<file path="config.mk">
export PLATFORM = sky130hd
export DESIGN_NAME = two_word_line_eb_source
export DESIGN_NICKNAME = d
export VERILOG_FILES = /design/src/rtl/g15_pkg.sv /design/src/rtl/word_timer.sv /design/src/rtl/two_word_line_eb_source.sv
export SDC_FILE = /design/constraint.sdc
export NUM_CORES = 1
export LEC_CHECK = 0
export ABC_AREA = 1
export ABC_CLOCK_PERIOD_IN_PS = 3180
export BUFFER_PORTS_ARGS = -buffer_cell sky130_fd_sc_hd__clkbuf_2
export CAP_MARGIN = 15
export CORE_AREA = 3 3 71 73
export DETAILED_ROUTE_END_ITERATION = 12
export DIE_AREA = 0 0 74 76
export GPL_TIMING_DRIVEN = 0
export PLACE_DENSITY = 0.7
export SYNTH_ARGS = -nofsm -noshare
export SYNTH_HDL_FRONTEND = slang
export SYNTH_SLANG_ARGS = --single-unit
export TNS_END_PERCENT = 30
</file>
<file path="constraint.sdc">
create_clock -name CLOCK -period 3.18 [get_ports CLOCK]
set_input_delay 0.318 -clock CLOCK [delete_from_list [all_inputs] [get_ports CLOCK]]
set_output_delay 0.318 -clock CLOCK [all_outputs]
set_load 0.01 [all_outputs]
</file>
<file path="src/rtl/g15_pkg.sv">
// Shared constants and types for G-15 serial line models.
package g15_pkg;

  localparam int WORD_BITS = 29;
  localparam int LINE_BITS = 58;

  // Position tracking is either waiting for the first sign pulse or locked to it.
  typedef enum logic {
    UNSYNC = 1'b0,
    SYNC   = 1'b1
  } sync_state_t;

  typedef logic [4:0] bit_num_t;

endpackage

</file>
<file path="src/rtl/word_timer.sv">
// Bit/word position tracker locked to the sign-time pulse, with a sticky
// misalignment flag. Shared by every two-word line.
module word_timer
  import g15_pkg::*;
(
  input  logic     i_clk,
  input  logic     i_rst_n,
  input  logic     i_ts,
  output logic     o_synced,
  output logic     o_word_odd,
  output bit_num_t o_bit_num,
  output logic     o_sync_err,
  output logic     o_new_word_odd
);

  localparam bit_num_t LAST_BIT = bit_num_t'(WORD_BITS - 1);

  sync_state_t r_state;
  bit_num_t    r_bit_num;
  logic        r_word_odd;
  logic        r_sync_err;
  logic        w_at_wrap;

  // The registered count lags the bit time by one: a correctly placed TS
  // arrives while the count still shows the last bit of the previous word.
  assign w_at_wrap = (r_bit_num == LAST_BIT);

  // Parity of the word whose sign time is this cycle; a misplaced TS starts
  // an even word, and so does the very first TS.
  assign o_new_word_odd = (r_state == SYNC) & w_at_wrap & ~r_word_odd;

  // Sync FSM, bit/word counters and sticky error flag.
  always_ff @(posedge i_clk) begin
    // NOTE: non-blocking assignments so every flop samples the pre-edge state.
    if (!i_rst_n) begin
      r_state    <= UNSYNC;
      r_bit_num  <= '0;
      r_word_odd <= 1'b0;
      r_sync_err <= 1'b0;
    end else begin
      case (r_state)
        UNSYNC: begin
          if (i_ts) begin
            r_state    <= SYNC;
            r_bit_num  <= '0;
            r_word_odd <= 1'b0;
          end
        end
        SYNC: begin
          if (i_ts && !w_at_wrap) begin
            r_sync_err <= 1'b1;
            r_bit_num  <= '0;
            r_word_odd <= 1'b0;
          end else if (w_at_wrap) begin
            r_bit_num  <= '0;
            r_word_odd <= ~r_word_odd;
          end else begin
            r_bit_num  <= bit_num_t'(r_bit_num + 5'd1);
          end
        end
        default: r_state <= UNSYNC;
      endcase
    end
  end

  assign o_synced   = (r_state == SYNC);
  assign o_word_odd = r_word_odd;
  assign o_bit_num  = r_bit_num;
  assign o_sync_err = r_sync_err;

endmodule

</file>
<file path="src/rtl/two_word_line_eb_source.sv">
// One G-15 two-word short line: 58-bit recirculating store, late-bus write
// port, early-bus read gating and even-word sign buffer.
module two_word_line_eb_source #(
  parameter int WORD_BITS = g15_pkg::WORD_BITS,
  parameter int LINE_BITS = 2 * WORD_BITS
) (
  input  logic       CLOCK,
  input  logic       rst_n,
  input  logic       TS,
  input  logic       SRC_SEL,
  input  logic       DST_SEL,
  input  logic       LB,
  input  logic       SIGN_FOLD,
  input  logic       PG_CLEAR,
  output logic       EB_OUT,
  output logic       LINE_BIT,
  output logic       WORD_ODD,
  output logic [4:0] BIT_NUM,
  output logic       SIGN_EVEN,
  output logic       SYNCED,
  output logic       SYNC_ERR
);

  logic [LINE_BITS-1:0] r_line;
  logic                 r_sign_even;
  logic                 w_next_in;
  logic                 w_synced;
  logic                 w_word_odd;
  logic                 w_sync_err;
  logic                 w_new_word_odd;
  g15_pkg::bit_num_t    w_bit_num;

  word_timer u_word_timer (
    .i_clk          (CLOCK),
    .i_rst_n        (rst_n),
    .i_ts           (TS),
    .o_synced       (w_synced),
    .o_word_odd     (w_word_odd),
    .o_bit_num      (w_bit_num),
    .o_sync_err     (w_sync_err),
    .o_new_word_odd (w_new_word_odd)
  );

  // Bit entering the top of the line: clear wins, then a synced write, else recirculate.
  always_comb begin
    // NOTE: default assignment first so no path leaves w_next_in unassigned (no latch).
    w_next_in = r_line[0];
    if (PG_CLEAR) begin
      w_next_in = 1'b0;
    end else if (DST_SEL && w_synced) begin
      w_next_in = LB;
    end
  end

  // Shift the line one bit toward the output each bit time.
  always_ff @(posedge CLOCK) begin
    // NOTE: the store itself is reset because losing content on reset is part of the line's behaviour.
    if (!rst_n) begin
      r_line <= '0;
    end else begin
      r_line <= {w_next_in, r_line[LINE_BITS-1:1]};
    end
  end

  // Buffer the sign of each even word, taken before any write lands.
  always_ff @(posedge CLOCK) begin
    if (!rst_n) begin
      r_sign_even <= 1'b0;
    end else if (TS && !w_new_word_odd) begin
      r_sign_even <= r_line[0];
    end
  end

  // Early-bus term: old line bit, or the buffered even sign folded into odd sign time.
  assign EB_OUT = w_synced & SRC_SEL &
                  ((SIGN_FOLD & TS & w_new_word_odd) ? r_sign_even : r_line[0]);

  assign LINE_BIT  = r_line[0];
  assign WORD_ODD  = w_word_odd;
  assign BIT_NUM   = w_bit_num;
  assign SIGN_EVEN = r_sign_even;
  assign SYNCED    = w_synced;
  assign SYNC_ERR  = w_sync_err;

endmodule
</file>
==> flow_summary.json <==
{
  "worst-slew-pin-transition_ns": 0.383,
  "via_count_of_the_first_global_routing_pass": 1265,
  "detail-route-antenna-nets": 0,
  "die_h_um": 76,
  "post_drt_via_cell_ratio": 4.20,
  "via_count": 1418,
  "postSynthRegisterBits": 67,
  "cts.clk_slew.worst_paths_ns": 0.06,
  "totalNegativeSetupSlack_ns": 0,
  "post_synthesis_cell_area_sq_um": 2150,
  "timing.critical_path.slowest_stage_cell": "sky130_fd_sc_hd__dfxtp_1",
  "netlist_instances": 258,
  "ranking_of_synthesized_cells_by_area": "sky130_fd_sc_hd__dfxtp_1, sky130_fd_sc_hd__nand2_1, sky130_fd_sc_hd__inv_1",
  "power_frac_clock_pct": 38.8,
  "holdBufCountCts": 0,
  "cellPowerDensity_nw_per_um2": 592,
  "cp_data_required_time_ns": 2.86,
  "critPathLaunchType": "register",
  "cts_root_buffer": "sky130_fd_sc_hd__clkbuf_8",
  "max_cap_violations": 0,
  "synthFlopType": "sky130_fd_sc_hd__dfxtp_1",
  "maxSlewHeadroom_pct": 74.4,
  "ff2ff_setup_slack_ns": 1.85,
  "clock_insertion_delay_worst_skew_ns": 0.32,
  "end_point_of_the_critical_path": "EB_OUT",
  "post-route-drc-count": 0,
  "floorplan.io_pins": 19,
  "cp_arrival_ns": 1.60,
  "post_cts.repair.setup_buffers": 0,
  "yosys.cell_types.count": 20,
  "post_synth.cell_area_avg_sq_um": 8.35,
  "cts_tree": "built",
  "cts.htree.levels": 3,
  "timing.final.setup_violations": 0,
  "maxSlewViolCount": 0,
  "track_usage_pct": 12.5,
  "period_minus_slack_ns": 1.92,
  "globalRoute.totalOverflow": 0,
  "largest_voltage_drop_on_the_vdd_net_mv": 0.378,
  "clock.fmax_mhz": 522,
  "crit_path_start": "u_word_timer.o_bit_num[0]",
  "yosysSeqAreaShare_pct": 62.3,
  "longest_individual_stage_delay_on_the_worst_path_ns": 0.35,
  "gp_weighted_congestion": 0.765,
  "grt_first_pass_wirelength_mm": 5.34,
  "synth.top_cells.by_count": "sky130_fd_sc_hd__nand2_1, sky130_fd_sc_hd__inv_1, sky130_fd_sc_hd__dfxtp_1, sky130_fd_sc_hd__nor2_1, sky130_fd_sc_hd__nand3_1",
  "synth_top_cell_by_area": "sky130_fd_sc_hd__dfxtp_1",
  "grt_antenna_before_repair": 0,
  "post-route-worst-setup-slack_ns": 1.26,
  "timing.critical_path.fanout_max": 5,
  "ctsLongestPathBuffers": 2,
  "grt_setup_unrepaired": "no",
  "async_flop_share_pct": 0,
  "floorplan.die_area_sq_um": 5620,
  "n_fill_cell": 412,
  "reg2reg_from": "u_word_timer.o_bit_num[0]",
  "power.switching_fraction_pct": 19.7,
  "cts_sinks": 67,
  "p_seq_share_pct": 58.3,
  "worst_clock_skew_ns": 0.00542,
  "detailed_route_wire_length_per_cell_um": 8.79,
  "placement.io_buffers": 16,
  "cellLeakagePower_nw": 1.49,
  "dieWidth_um": 74,
  "yosysWarnings": 0,
  "synth.top_cell.area_share_pct": 62.3,
  "postLayoutCoreUtil_pct": 55.6,
  "criticalPathCategory": "register to output port",
  "layout.nets": 295,
  "fp.coreArea_sq_um": 4410,
  "drt_pre_antenna_iters": 4,
  "numCtsBuffers": 9,
  "starting_drt_drc_count": 75,
  "grt_start_max_net_pins": 11,
  "internal-power_mw": 1.17,
  "r2r_cells": 7,
  "synth_net_count": 268,
  "areaGrowthSynthToFinish_pct": 13.9,
  "netSwitchingPower_mw": 0.286,
  "initial_utilization_pct": 48.8,
  "preCtsSetupSlack_ns": 1.59,
  "crit_path_frequent_cell": "sky130_fd_sc_hd__nand2_1",
  "postRouteWirelength_mm": 2.97,
  "post_route_cells_drive_above_1_share_pct": 12.9,
  "critical_path.reg2reg.endpoint": "u_word_timer.o_bit_num[1]",
  "hpwl_mm": 1.97,
  "fp-row-count": 24,
  "holdCritPathClass": "input pin to register",
  "crit_path_cell_trace": "inv_1 > ha_1 > nand2_1 > nor2_4 > nand4_2 > nand2_1 > nand2_1 > nor2_1 > clkbuf_2",
  "post_cts_resize_count": 0,
  "report.final.hold_viol_count": 0,
  "setup.worst_path.end_class": "output port",
  "worst_hold_slack_ns": 0.252,
  "number_of_flops_mapped_to_enable_cells_by_yosys": 0,
  "power.combinational.fraction_pct": 2.8,
  "outcome": "finished clean",
  "post-route-period-util_pct": 60.3,
  "synth_most_common_cell": "sky130_fd_sc_hd__nand2_1",
  "antenna_diode_count": 0
}
## power groups by stage
stage | sequential [mW] | combinational, mW | clock (mW)
after floorplan | 0.866 | 0.0269 | 0
after global placement | 0.865 | 0.0418 | 0
after detailed placement | 0.865 | 0.0423 | 0
after CTS | 0.847 | 0.0425 | 0.597
after global routing | 0.847 | 0.0471 | 0.629
final | 0.847 | 0.0412 | 0.564
## cell type report
class	count	area, sq um	share of cell area (%)
clock buffers	12	155	6.32
multi-input cells	112	498	20.3
plain buffers	10	56.3	2.29
inverters	69	259	10.6
well taps	52	65.1	2.65
flip-flops and latches	67	1340	54.6
repair buffers	16	80.1	3.26
## layout by cell type (no fill, tap or decap), drive strengths merged, types with 3 or more instances in the layout
cell type and count:
nand3 9, buf 6, nand4 3, a21oi 7
clkbuf 32, nor2 12, inv 69, nand2 74
dfxtp 67
## state kept, by name, summed over array words and instances (netlist names)
register	cells
SIGN_EVEN	1
r_line	58
u_word_timer.o_bit_num	5
u_word_timer.o_sync_err	1
u_word_timer.o_synced	1
u_word_timer.o_word_odd	1
## worst max-delay path: cells and delay by family (launching register included)
family | cells | cell delay, ns
flip-flops | 1 | 0.35
adder cells (fa/ha/maj) | 1 | 0.16
AND/OR/NAND/NOR | 6 | 0.55
buffers and inverters | 2 | 0.24
## worst min path at each step
stage	slack, ns	to	cells after the start	start
final	0.25	r_line[57]	3	DST_SEL
after floorplan	0.39	r_line[0]	2	r_line[1]
after global placement	0.39	r_line[25]	2	r_line[26]
after detailed placement	0.40	r_line[19]	2	r_line[20]
after CTS	0.23	r_line[57]	3	DST_SEL
after global routing	0.25	r_line[57]	3	DST_SEL
## through the flow
| stage | power, mW | cells | instance area [sq um] |
|---|---|---|---|
| global placement | 0.907 | 326 | 2300 |
| CTS | 1.49 | 338 | 2450 |
| detailed placement | 0.908 | 326 | 2300 |
| global route | 1.52 | 338 | 2450 |
| finish | 1.45 | 338 | 2450 |
| floorplan | 0.893 | 258 | 2150 |
## cell families after synthesis
family	after synthesis	share of synthesized area [%]
and+or+nand+nor	99	19.2
buffers and inverters	79	14.6
DFF	67	62.3
AOI/OAI and AO/OA	10	2.38
adders and majority gates	2	1.16
xor gates and xnor gates	1	0.407
## per-layer routing
layer	wire, um	up-vias	global-route usage [%]	part of all wire, %
met5	0	-	0	0
li1	-	781	-	-
met1	1480	605	15.6	50
met3	191	2	6.33	6.4
met2	1280	30	17.5	43
met4	19	0	6.52	0.64
Note: power is estimated with default switching activity, not from simulation.
